[src/rtl/pipe_stage_skid.sv]
// Two-entry pipeline register stage (main + skid) with registered ready,
// synchronous flush that kills held and incoming entries, and a saturating
// stall-cycle counter.
//
// Handshake: an entry moves on an edge where valid and ready are both 1 on
// that side. in_ready is a register (1 whenever the stage is not full) and
// out_valid/out_ctrl/out_data come straight from the main register, so no
// combinational path runs from any input to any output.
module pipe_stage_skid #(
  parameter int CTRL_W = 9,
  parameter int DATA_W = 111,
  parameter int CNT_W  = 16
) (
  input  logic              clk,
  input  logic              rst,
  input  logic              flush,
  input  logic              in_valid,
  output logic              in_ready,
  input  logic [CTRL_W-1:0] in_ctrl,
  input  logic [DATA_W-1:0] in_data,
  output logic              out_valid,
  input  logic              out_ready,
  output logic [CTRL_W-1:0] out_ctrl,
  output logic [DATA_W-1:0] out_data,
  output logic [1:0]        occupancy,
  output logic [CNT_W-1:0]  stall_cnt
);

  // State encoding doubles as the held-entry count.
  typedef enum logic [1:0] {
    ST_EMPTY = 2'd0,
    ST_ONE   = 2'd1,
    ST_TWO   = 2'd2
  } state_e;

  state_e              state_q;
  logic                in_ready_q;
  logic                main_valid_q;
  logic [CTRL_W-1:0]   main_ctrl_q;
  logic [DATA_W-1:0]   main_data_q;
  logic [CTRL_W-1:0]   skid_ctrl_q;
  logic [DATA_W-1:0]   skid_data_q;
  logic [CNT_W-1:0]    stall_cnt_q;
  logic [CNT_W-1:0]    stall_cnt_d;

  logic xfer_in;
  logic xfer_out;
  logic stall_hit;

  assign xfer_in   = in_valid & in_ready_q;
  assign xfer_out  = main_valid_q & out_ready;
  assign stall_hit = main_valid_q & ~out_ready;

  assign in_ready  = in_ready_q;
  assign out_valid = main_valid_q;
  assign out_ctrl  = main_ctrl_q;
  assign out_data  = main_data_q;
  assign occupancy = state_q;
  assign stall_cnt = stall_cnt_q;

  // Storage FSM: rst beats flush beats the normal handshake.
  always_ff @(posedge clk) begin
    if (rst) begin
      state_q      <= ST_EMPTY;
      in_ready_q   <= 1'b1;
      main_valid_q <= 1'b0;
      main_ctrl_q  <= '0;
      main_data_q  <= '0;
      skid_ctrl_q  <= '0;
      skid_data_q  <= '0;
    end else if (flush) begin
      // Drop everything; payloads are left as they were.
      state_q      <= ST_EMPTY;
      in_ready_q   <= 1'b1;
      main_valid_q <= 1'b0;
      main_ctrl_q  <= '0;
      skid_ctrl_q  <= '0;
    end else begin
      case (state_q)
        ST_EMPTY: begin
          if (xfer_in) begin
            main_ctrl_q  <= in_ctrl;
            main_data_q  <= in_data;
            main_valid_q <= 1'b1;
            state_q      <= ST_ONE;
          end
        end
        ST_ONE: begin
          if (xfer_in && !xfer_out) begin
            skid_ctrl_q <= in_ctrl;
            skid_data_q <= in_data;
            state_q     <= ST_TWO;
            in_ready_q  <= 1'b0;
          end else if (xfer_in && xfer_out) begin
            main_ctrl_q <= in_ctrl;
            main_data_q <= in_data;
          end else if (xfer_out) begin
            main_valid_q <= 1'b0;
            state_q      <= ST_EMPTY;
          end
        end
        ST_TWO: begin
          if (xfer_out) begin
            main_ctrl_q <= skid_ctrl_q;
            main_data_q <= skid_data_q;
            state_q     <= ST_ONE;
            in_ready_q  <= 1'b1;
          end
        end
        default: begin
          state_q      <= ST_EMPTY;
          in_ready_q   <= 1'b1;
          main_valid_q <= 1'b0;
        end
      endcase
    end
  end

  // Saturating count of cycles where the head is valid but not taken.
  always_comb begin
    stall_cnt_d = stall_cnt_q;
    if (stall_hit && (stall_cnt_q != {CNT_W{1'b1}})) begin
      stall_cnt_d = stall_cnt_q + 1'b1;
    end
  end

  // Stall counter register; only reset clears it, flush does not.
  always_ff @(posedge clk) begin
    if (rst) begin
      stall_cnt_q <= '0;
    end else begin
      stall_cnt_q <= stall_cnt_d;
    end
  end

endmodule

[config.mk]
export PLATFORM = sky130hd
export DESIGN_NAME = pipe_stage_skid
export DESIGN_NICKNAME = d
export VERILOG_FILES = /design/src/rtl/pipe_stage_skid.sv
export SDC_FILE = /design/constraint.sdc
export NUM_CORES = 1
export LEC_CHECK = 0
export ABC_AREA = 1
export BUFFER_PORTS_ARGS = -buffer_cell sky130_fd_sc_hd__buf_2
export CAP_MARGIN = 20
export CORE_MARGIN = 5
export CORE_UTILIZATION = 45
export CTS_BUF_LIST = sky130_fd_sc_hd__clkbuf_4
export DETAILED_ROUTE_END_ITERATION = 10
export GPL_TIMING_DRIVEN = 0
export PLACE_DENSITY_LB_ADDON = 0.08
export SYNTH_ARGS = -nofsm -noshare
export SYNTH_HDL_FRONTEND = slang
export SYNTH_SLANG_ARGS = --single-unit
[constraint.sdc]
create_clock -name clk -period 3.1 [get_ports clk]
set_input_delay 0.465 -clock clk [delete_from_list [all_inputs] [get_ports clk]]
set_output_delay 0.465 -clock clk [all_outputs]
set_load 0.005 [all_outputs]
* Word-level counts from Yosys, hierarchy flattened
Cells that the tools add are included.
** Word-level totals
- Register bits :: 260
- Output and inout port bits :: 140
- Logic and storage cells :: 66
** Cells by class
- Add/sub/neg operators :: 1
- Equality and inequality tests :: 12
- Muxes and demuxes :: 24
- Bitwise operators :: 7
- Reductions and logical operators :: 14
** Operators with widths (number)
- $mux W111 :: 4
- $pmux W111 S3 :: 1
- $mux W9 :: 4
- $pmux W9 S3 :: 1
- $add A16 B1 Y16 const B :: 1
- $ne A16 B16 Y1 const B :: 1
- $ne A2 B2 Y1 const B :: 7
- $mux W2 :: 5
- $reduce_and A5 Y1 :: 2
- $mux W1 :: 6
- $ne A3 B3 Y1 const B :: 2
- $pmux W1 S3 :: 2
- $pmux W2 S3 :: 1
- $reduce_and A3 Y1 :: 2
- $reduce_and A6 Y1 :: 1
- $not A1 Y1 :: 4
- $reduce_and A4 Y1 :: 1
- $and A1 B1 Y1 :: 3
- $logic_and A1 B1 Y1 :: 3
- $reduce_bool A3 Y1 :: 1
- $eq A2 B1 Y1 const B :: 1
- $eq A2 B2 Y1 const B :: 1
- $logic_not A2 Y1 :: 1
- $reduce_and A2 Y1 :: 1
- 2 further kinds :: 2

* Depth between registers and ports, before layout
- Depth after elaboration :: 5
- Depth in mapped cells :: 12

* Worst setup path after synthesis
Ideal clock, no wire load.
- Path type :: input to register
- Start :: input port in_valid
- End :: register main_data_q[59], in the netlist out_data[59]
- Data arrival time :: 1.440 ns
- Data required time :: 2.987 ns
- Setup slack :: 1.547 ns
- Stages :: 11
- Buffers on the path :: 2
- Path through :: nand2_1 > nor2_1 > nand2_1 > nand2_1 > nand2_2 > nor2_4 > buf_6 > buf_6 > nand2_1 > nand2_1 > nor2_1
** Between the ends
- Cells in the longest elaborated chain, start to end :: 4
- Elaborated cells between the ends (all ways) :: 7
- Those cells by class :: eq/ne (3); bitwise (1); reduce/logical (3)
** RTL lines
- start: declaration :: RTL line 17 : input logic in_valid,
- $and A1 B1 Y1 (*) :: RTL line 50 : assign xfer_in = in_valid & in_ready_q;
- $logic_and A1 B1 Y1 (on tied branches) :: RTL line 94, 89
- $ne A2 B2 Y1 (no line)
- $reduce_and A6 Y1 (no line) (*)
- end signal: assignment :: RTL line 83 : main_data_q <= in_data;
- end signal: assignment :: RTL line 96 : main_data_q <= in_data;
- end signal: assignment :: RTL line 105 : main_data_q <= skid_data_q;
- end: declaration :: RTL line 40 : logic [DATA_W-1:0] main_data_q;
Mark *: on every way between the ends. The rest lies on a longest branch, timed or not.
A chain may end at the register's enable or synchronous reset.

==> impl_metrics.tcl <==
set metrics [dict create \
    startpoint_type "primary input" \
    grt-ovfl-total 0 \
    remaining_drc_errors 0 \
    drive_gt1_frac 0.203 \
    yosysUniqueCellTypes 25 \
    crit_type "in -> reg" \
    postSynthAreaPerCell_um2 6.49 \
    initial_core_util 0.454 \
    grt_max_degree 11 \
    core-area_um2 25800 \
    async_reset_ff_frac 0 \
    cts_buffers 71 \
    drt-vias-per-instance 4.68 \
    routed-via-count 11900 \
    hold_path.class "in -> reg" \
    yosys.area.top_type "dfxtp_1" \
    rsz0062_at_grt "no" \
    max_slew_margin 0.451 \
    clkTransAtPathRegs_ps 60 \
    clock_latency_ps 670 \
    die-area_um2 29400 \
    hpwlAfterDp_um 24600 \
    final.min_clock_period_ps 2170 \
    crit_chain "dlygate4sd3_1 > buf_2 > inv_1 > buf_2 > clkbuf_1 > clkbuf_1 > nand2_1 > nor2_1" \
    synthesis.area_um2 11700 \
    yosys.area_share.simple 0.337 \
    synth_top_family_by_area "simple AND/OR/NAND/NOR gates" \
    power.leakage_nw 7.45 \
    antenna_found_initial 12 \
    ys_top_cells_by_area "dfxtp_1 (44%), nand2_1 (15%), nor2_1 (14%)" \
    ys_seq_area_frac 0.444 \
    final_core_util 0.562 \
    synth_mux_area_frac 0 \
    power.density_nw_per_um2 529 \
    fin_skew_ps 56.7 \
    grt_pass1_wl_um 55300 \
    postCtsSetupBuffers 0 \
    place_congestion 0.908 \
    min_period_over_period 0.701 \
    cp.arrival_ps 2730 \
    critPathSlowestCell "clkbuf_1" \
    ys_seq_elements 260 \
    clk_path_buf_depth 3 \
    die_h_um 171 \
    firstDrtPassIters 5 \
    synth_edf_count 0 \
    slew_viol_final 0 \
    synth_compound_area_frac 0.102 \
    synth_fp_nets 1933 \
    max_freq_mhz 460 \
    routedWlPerCell_um 13.3 \
    cts_tree "yes" \
    grtUsageTotal 0.230 \
    crit_path_max_incr_delay_ps 560 \
    synth_warnings 0 \
    io_pins 265 \
    row_count 59 \
    finalSetupViolCount 0 \
    status "complete, no violations" \
    numPlacedInstances 2406 \
    root_buffer "clkbuf_4" \
    irDropWorstVdd_uv 275 \
    worstPathRequired_ps 3660 \
    nets 2284 \
    grt_pass1_vias 11400 \
    fillCellCount 2723 \
    synth_adder_area_share 0.00107 \
    hold_viol_final 0 \
    drtIter0Drc 578 \
    cts.htree.levels 3 \
    portBuffers 264 \
    tns_ps 0 \
    drv_cap 0 \
    routed_wl_um 34000 \
    die_w_um 171 \
    postRouteAntennaNets 0 \
    worst_pin_slew_ps 823 \
    synth_top_area_share 0.444 \
    critPathCaptureType "flip-flop" \
    cts.sinks 260 \
    synth-xor-area-share 0 \
    crit_fanout 10 \
    final_cells 2549 \
    ys.flop_type "dfxtp_1" \
    synth_cells 1807 \
    areaGrowthSynthToFinish_pct 24.0 \
]
-- state kept, by name, summed over array words and instances (netlist names) --
| name | flops |
|---|---|
| stall_cnt | 16 |
| skid_data_q | 111 |
| out_ctrl | 9 |
| occupancy | 2 |
| out_data | 111 |
| in_ready | 1 |
| out_valid | 1 |
| skid_ctrl_q | 9 |
-- area by class of cell --
cell class | count | area, um^2 | share of cell area
sequential | 260 | 5200 | 0.358
multi-input combinational | 1248 | 5160 | 0.355
timing repair buffer | 278 | 1460 | 0.101
clock buffer | 111 | 833 | 0.0573
inverter | 187 | 702 | 0.0483
buffer | 112 | 648 | 0.0446
tap | 335 | 419 | 0.0288
clock inverter | 15 | 91.3 | 0.00628
antenna | 3 | 7.51 | 0.000517
-- where the power goes --
| group | switching (W) | leakage, nW | internal, W |
|---|---|---|---|
| Combinational | 0.000563 | 4.77 | 0.000404 |
| Sequential | 0.0000850 | 2.12 | 0.00351 |
| Clock | 0.00141 | 0.553 | 0.00171 |
-- through the flow --
| step | worst slack [ps] | power (W) | hold WS (ps) | area, um^2 |
|---|---|---|---|---|
| finish | 926 | 0.00769 | 58.7 | 14500 |
| global route | 833 | 0.00816 | 8.16 | 14500 |
| CTS | 952 | 0.00781 | 2.55 | 14500 |
| detailed placement | 781 | 0.00463 | 438 | 13500 |
| global placement | 813 | 0.00462 | 433 | 13500 |
| floorplan | 1550 | 0.00423 | 424 | 11700 |
-- what timing repair did --
item / 4_1_cts / 5_1_grt
resized for setup: 0 / 0
hold buffers: 14 / 0
endpoints found under the hold margin: 15 / 0
-- cell usage after synthesis (2+ instances only) --
cell / count
nand4_1: 3
inv_2: 3
clkbuf_1: 43
buf_6: 21
nor2_1: 428
nor2_4: 2
inv_1: 183
nand2_2: 2
buf_4: 9
dfxtp_1: 260
a21oi_1: 62
o21ai_1: 30
buf_2: 29
buf_1: 10
nand3_1: 96
o21ai_0: 146
nand2_1: 472
-- critical path: cells and delay by family --
kind                   cells  cell delay [ps]
buffers and inverters      6             2040
AND/OR/NAND/NOR            2              210
-- worst paths after layout --
path,to,slack [ps],start,cells after the start
setup / recovery,out_data[67]$_SDFFE_PP0P_,930,rst,8
hold reg to reg,skid_ctrl_q[3]$_SDFFE_PP0P_,440,skid_ctrl_q[3]$_SDFFE_PP0P_,2
setup reg to reg,out_data[67]$_SDFFE_PP0P_,1190,occupancy[0]$_SDFFE_PP0P_,10
hold / removal,skid_data_q[57]$_SDFFE_PP0P_,60,in_data[57],3
-- cells in the final DEF (no fill, tap or decap), types with 2 or more instances in the layout --
cell type        n
nand2_2          2
nor2_4           2
buf_4            9
buf_1           10
inv_1          183
nand3_1         96
o21ai_1         30
dfxtp_1        260
a21oi_1         62
diode_2          3
clkbuf_1        43
clkbuf_4       111
nand4_1          3
o21ai_0        146
nand2_1        472
buf_2          293
clkinv_1        11
inv_2            5
dlygate4sd3_1   14
nor2_1         428
buf_6           21
-- layer usage --
layer / global-route usage / part of all wire / vias to the layer above
met2: 0.374 / 0.45 / 316
li1: - / - / 6263
met1: 0.293 / 0.45 / 5249
met5: 0 / 0.0029 / -
met4: 0.0816 / 0.023 / 18
met3: 0.0650 / 0.073 / 73
-- logic make-up (layout without fill, tap and decap cells) --
family,Yosys count,count (layout)
compound gates,239,239
fa+ha+maj,1,1
buf+inv,299,703
flops,260,260
other cells,0,3
simple gates,1008,1008
Power figures use the tool's default switching activity.
